### config.mk
export PLATFORM = sky130hd
export DESIGN_NAME = uart_rx_ctrl
export DESIGN_NICKNAME = d
export VERILOG_FILES = /design/src/rtl/uart_pkg.sv /design/src/rtl/uart_rx_shift.sv /design/src/rtl/uart_rx_ctrl.sv
export SDC_FILE = /design/constraint.sdc
export NUM_CORES = 1
export LEC_CHECK = 0
export ABC_AREA = 1
export CAP_MARGIN = 20
export CORE_ASPECT_RATIO = 1.2
export CORE_UTILIZATION = 39
export CTS_BUF_LIST = sky130_fd_sc_hd__clkbuf_4
export DETAILED_ROUTE_END_ITERATION = 6
export HOLD_SLACK_MARGIN = 0.02
export SLEW_MARGIN = 20
export SYNTH_ARGS = -nofsm -noshare
export SYNTH_HDL_FRONTEND = slang
export SYNTH_SLANG_ARGS = --single-unit
### constraint.sdc
create_clock -name clk -period 2.15 [get_ports clk]
set_input_delay 0.215 -clock clk [delete_from_list [all_inputs] [get_ports clk]]
set_output_delay 0.215 -clock clk [all_outputs]
set_load 0.02 [all_outputs]
### src/rtl/uart_pkg.sv
// Shared types and defaults for the UART receive path.
// Optional even-parity support is enabled by defining UART_RX_PARITY_EN.
package uart_pkg;

  localparam int UART_DEFAULT_CLKS_PER_BIT = 868;
  localparam int UART_DEFAULT_DATA_BITS    = 8;

  typedef enum logic [2:0] {
    S_IDLE,
    S_START,
    S_DATA,
    S_STOP,
    S_BREAK
`ifdef UART_RX_PARITY_EN
    , S_PARITY
`endif
  } rx_state_t;

endpackage

### src/rtl/uart_rx_shift.sv
// Serial-in/parallel-out register for the UART receiver.
// Shifts right, new bit enters at the MSB; clr loads all ones.
module uart_rx_shift #(
  parameter int WIDTH = 8
) (
  input  logic             clk,
  input  logic             clr,
  input  logic             en,
  input  logic             din,
  output logic [WIDTH-1:0] q
);

  // LSB-first frames land aligned after WIDTH shifts
  always_ff @(posedge clk) begin
    if (clr)
      q <= '1;
    else if (en)
      q <= {din, q[WIDTH-1:1]};
  end

endmodule

### src/rtl/uart_rx_ctrl.sv
// UART receive controller: sync, start validation, bit sampling, status.
// Define UART_RX_PARITY_EN to add one even-parity bit after the data.
module uart_rx_ctrl
  import uart_pkg::*;
#(
  parameter int CLKS_PER_BIT = UART_DEFAULT_CLKS_PER_BIT,
  parameter int DATA_BITS    = UART_DEFAULT_DATA_BITS
) (
  input  logic                 clk,
  input  logic                 rst,
  input  logic                 rx,
  input  logic                 rd,
  output logic [DATA_BITS-1:0] data,
  output logic                 valid,
  output logic                 frame_err,
  output logic                 parity_err,
  output logic                 overrun,
  output logic                 busy
);

  localparam int CW = $clog2(CLKS_PER_BIT);
  localparam int BW = $clog2(DATA_BITS);
  localparam logic [CW-1:0] HALF_LD = CW'(CLKS_PER_BIT / 2 - 1);
  localparam logic [CW-1:0] FULL_LD = CW'(CLKS_PER_BIT - 1);
  localparam logic [BW-1:0] LAST    = BW'(DATA_BITS - 1);

  rx_state_t            state;
  logic                 rx_m;
  logic                 rx_s;
  logic [CW-1:0]        baud;
  logic [BW-1:0]        bits;
  logic                 tick;
  logic                 done;
  logic                 shift_en;
  logic                 shift_clr;
  logic [DATA_BITS-1:0] sh_q;

  // Counter reaches zero on the sample cycle of the current bit
  assign tick      = (baud == '0);
  assign done      = (state == S_STOP) && tick;
  assign shift_en  = (state == S_DATA) && tick;
  assign shift_clr = rst || ((state == S_IDLE) && !rx_s);

  // Two-flop synchroniser, idle-high reset
  always_ff @(posedge clk or posedge rst) begin
    if (rst) begin
      rx_m <= 1'b1;
      rx_s <= 1'b1;
    end else begin
      rx_m <= rx;
      rx_s <= rx_m;
    end
  end

  uart_rx_shift #(
    .WIDTH (DATA_BITS)
  ) u_shift (
    .clk (clk),
    .clr (shift_clr),
    .en  (shift_en),
    .din (rx_s),
    .q   (sh_q)
  );

`ifdef UART_RX_PARITY_EN
  logic par_bit;
`endif

  // Frame sequencer with baud and bit counters
  always_ff @(posedge clk or posedge rst) begin
    if (rst) begin
      state <= S_IDLE;
      baud  <= '0;
      bits  <= '0;
      busy  <= 1'b0;
`ifdef UART_RX_PARITY_EN
      par_bit <= 1'b0;
`endif
    end else begin
      unique case (state)
        S_IDLE: begin
          if (!rx_s) begin
            state <= S_START;
            baud  <= HALF_LD;
            bits  <= '0;
            busy  <= 1'b1;
          end
        end
        S_START: begin
          if (!tick) begin
            baud <= baud - CW'(1);
          end else if (rx_s) begin
            state <= S_IDLE;
            busy  <= 1'b0;
          end else begin
            state <= S_DATA;
            baud  <= FULL_LD;
          end
        end
        S_DATA: begin
          if (!tick) begin
            baud <= baud - CW'(1);
          end else begin
            baud <= FULL_LD;
            if (bits == LAST)
`ifdef UART_RX_PARITY_EN
              state <= S_PARITY;
`else
              state <= S_STOP;
`endif
            else
              bits <= bits + BW'(1);
          end
        end
`ifdef UART_RX_PARITY_EN
        S_PARITY: begin
          if (!tick) begin
            baud <= baud - CW'(1);
          end else begin
            par_bit <= rx_s;
            baud    <= FULL_LD;
            state   <= S_STOP;
          end
        end
`endif
        S_STOP: begin
          if (!tick) begin
            baud <= baud - CW'(1);
          end else begin
            state <= rx_s ? S_IDLE : S_BREAK;
            busy  <= !rx_s;
          end
        end
        S_BREAK: begin
          if (rx_s) begin
            state <= S_IDLE;
            busy  <= 1'b0;
          end
        end
        default: begin
          state <= S_IDLE;
          busy  <= 1'b0;
        end
      endcase
    end
  end

  // Byte hand-off; a completing frame takes priority over rd
  always_ff @(posedge clk or posedge rst) begin
    if (rst) begin
      data      <= '0;
      valid     <= 1'b0;
      frame_err <= 1'b0;
      overrun   <= 1'b0;
    end else if (done) begin
      data      <= sh_q;
      valid     <= 1'b1;
      frame_err <= ~rx_s;
      overrun   <= valid && !rd;
    end else if (rd && valid) begin
      valid   <= 1'b0;
      overrun <= 1'b0;
    end
  end

`ifdef UART_RX_PARITY_EN
  // Even parity over data plus parity bit, captured with the byte
  always_ff @(posedge clk or posedge rst) begin
    if (rst)
      parity_err <= 1'b0;
    else if (done)
      parity_err <= (^sh_q) ^ par_bit;
  end
`else
  assign parity_err = 1'b0;
`endif

endmodule

==> summary.txt <==
Run status
  – Status: finished clean

Yosys
  – Number of synthesized flops with an enable pin: 0
  – Syn Std Cell Area: 1961 um2
  – Cell with the most instances after synthesis: nand2_1
  – Cell taking the most area after synthesis: dfrtp_1
  – Top cell type's share of synthesized area: 0.3574
  – Post-synth top flop: dfrtp_1
  – Area contributors post-synth: dfrtp_1, nand2_1, dfxtp_1
  – Share of the yosys chip area belonging to registers: 0.4659
  – Syn Nets: 259
  – Mean post-synth cell area: 7.811 um2
  – Synth cell count leaders: nand2_1, dfrtp_1, nand3_1
  – Post-synth cell types: 28
  – Synthesized flop and latch total: 38
  – Synthesized netlist cell count: 251
  – Synth warn: 0
  – Ys async rst share: 0.7895

Cells and area
  – Layout net count: 279
  – Fill count: 466
  – Share of layout cells above drive strength 1: 0.1434
  – Post-route cell area: 2247 um2
  – Area Growth Syn to Fin: 14.61%
  – Inserted Diodes: 0
  – Core Util, Final: 0.4786

Timing
  – Fmax: 528.0 MHz
  – Setup Skew: 0.01243 ns
  – Worst hold slack: 0.2740 ns
  – Setup violators final: 0
  – Hold Fails Final Rpt: 0
  – RSZ-0062 raised after global routing: no
  – Period utilization: 0.8809
  – Max-slew violation count: 0
  – Setup TNS: 0 ns
  – Min Tclk post-route: 1.894 ns

Floorplan
  – Die Span Y: 79.67 um
  – Cell Rows: 27
  – Core ar.: 4696 um2
  – Die W: 66.73 um
  – Full die area: 5316 um2
  – IO Count: 17
  – Initial Util: 0.4175

CTS
  – Post-CTS setup buffer count: 0
  – Root buffer cell: clkbuf_4
  – CTS tree: yes
  – CTS Sinks: 38
  – CTS Hold Bufs: 0
  – Clock latency on the worst-skew pair: 0.35 ns
  – Reg clk slew, reported paths: 0.12 ns
  – TritonCTS buffer count: 5
  – Post-cts resize count: 0
  – # H-tree levels: 2
  – Clock tree buffer depth: 2

Global routing
  – Largest net degree at the start of global routing: 31
  – Global-route usage over all layers: 0.1841
  – Initial antenna violation count: 0
  – First-pass GRT wire length: 7.320 mm
  – Vias in the first global route: 1,615
  – Grt ovf: 0

Pwr
  – P_sw: 0.2688 mW
  – Gate power share: 0.022
  – Switching share of power: 0.2175
  – Max VDD drop: 0.4724 mV
  – Leakage power total: 1.146 nW
  – Clk pwr share: 0.397
  – Part of the power in registers: 0.581
  – Int Pwr: 0.9668 mW
  – Pwr/cell area: 549.8 nW/um2
  – Power, Total: 1.236 mW

Detailed routing
  – Vias per cell: 4.867
  – DR pass1 iterations: 4
  – Wirelength per Cell: 12.58 um
  – Routed wire length: 4.150 mm
  – DR iter-0 viols: 66
  – ANT nets after route: 0
  – DRC: 0
  – Vias post-DR: 1,606

Worst setup path
  – Crit end category: register
  – Setup CP Type: register to register
  – Critical Path Start Type: register
  – Arrival @ worst endpoint: 2.19 ns
  – Max FO, Critical Path: 15
  – Crit path required time: 2.45 ns

Place
  – Post-DP Area: 2165 um2
  – Routability Congestion: 0.8671
  – PortBufs: 15
  – Detail Placement HPWL: 3.015 mm

Run
  – Max-cap violations: 0

Min path
  – Hold Path Class: input port to register
placed cells by master, fill, tap and decap left out, types with 2 or more instances in the layout:
master	count
inv_1	15
nor2_2	8
xnor2_1	2
nand2_2	2
nand3_1	23
nor2_4	3
dfrtp_1	28
nor2_1	13
o21ai_2	2
o21ai_0	13
clkinvlp_4	2
nor3_1	2
dfxtp_1	8
nand2_1	97
o21ai_1	3
clkdlybuf4s50_1	15
nand3_2	5
clkbuf_4	5
a21oi_1	3
dfstp_2	2
xor2_1	4
inv_2	5
ha_1	4
registers in the layout (all words and copies together) (netlist names):
signal,flops
baud,10
data,8
u_shift.q,8
bits,3
state,3
busy,1
frame_err,1
overrun,1
rx_m,1
rx_s,1
valid,1
worst max-delay path, cell delays in order (launching register included):
cell and delay [ns]:
dfrtp_1 0.39, inv_1 0.10, ha_1 0.20, inv_1 0.10, nor2_4 0.05, nand3_2 0.10, nor2_4 0.06, nand2_4 0.16
nand2_2 0.07, nor2_2 0.40, nand3_1 0.13, nand2_1 0.09
path summary, 6_finish.rpt:
check                                    start                   to  slack, ns  cells past startpoint
hold reg to reg                 rx_m$_DFF_PP1_       rx_s$_DFF_PP1_       0.36                      0
max in group asynchronous                  rst       rx_m$_DFF_PP1_       1.50                      3
setup reg to reg           baud[0]$_DFFE_PP0P_  baud[9]$_DFFE_PP0P_       0.26                     11
min in group asynchronous                  rst  baud[4]$_DFFE_PP0P_       0.30                      3
setup / recovery           baud[0]$_DFFE_PP0P_  baud[9]$_DFFE_PP0P_       0.26                     11
hold / removal                              rx       rx_m$_DFF_PP1_       0.27                      1
through the flow:
step           std cells  setup slack (ns)
5_1_grt              330           0.02745
3_5_place_dp         322            0.2777
6_report             330            0.2561
2_1_floorplan        251            0.5785
4_1_cts              330            0.2504
3_3_place_gp         322            0.3620
logic make-up after synthesis:
logic type / synth area share
DFF: 0.4659
other: 0.001913
buffers and inverters: 0.05424
adders and majority gates: 0.02553
AOI/OAI and AO/OA: 0.06764
and+or+nand+nor: 0.3580
xor gates and xnor gates: 0.02680
layout make-up:
class / count / area [um2] / area share
repair buffers: 16 / 157.7 / 0.07016
multi-input cells: 189 / 940.9 / 0.4187
well taps: 58 / 72.57 / 0.03229
clock inverters: 3 / 45.04 / 0.02004
clock buffers: 5 / 37.54 / 0.01670
inverters: 21 / 80.08 / 0.03563
flip-flops and latches: 38 / 913.4 / 0.4065
layer usage:
layer  track usage  share of wire
met1        0.2173           0.47
met2        0.3202           0.49
met3       0.04571          0.024
met4       0.05957          0.013
met5             0              0
power groups by stage:
stage	registers (mW)	clock network (mW)	logic, mW
floorplan	0.731	0	0.0162
detailed placement	0.732	0	0.0281
global route	0.719	0.538	0.0312
CTS	0.718	0.507	0.0281
global placement	0.732	0	0.0279
finish	0.718	0.490	0.0270
No activity file was read; power rests on OpenSTA's default activity.
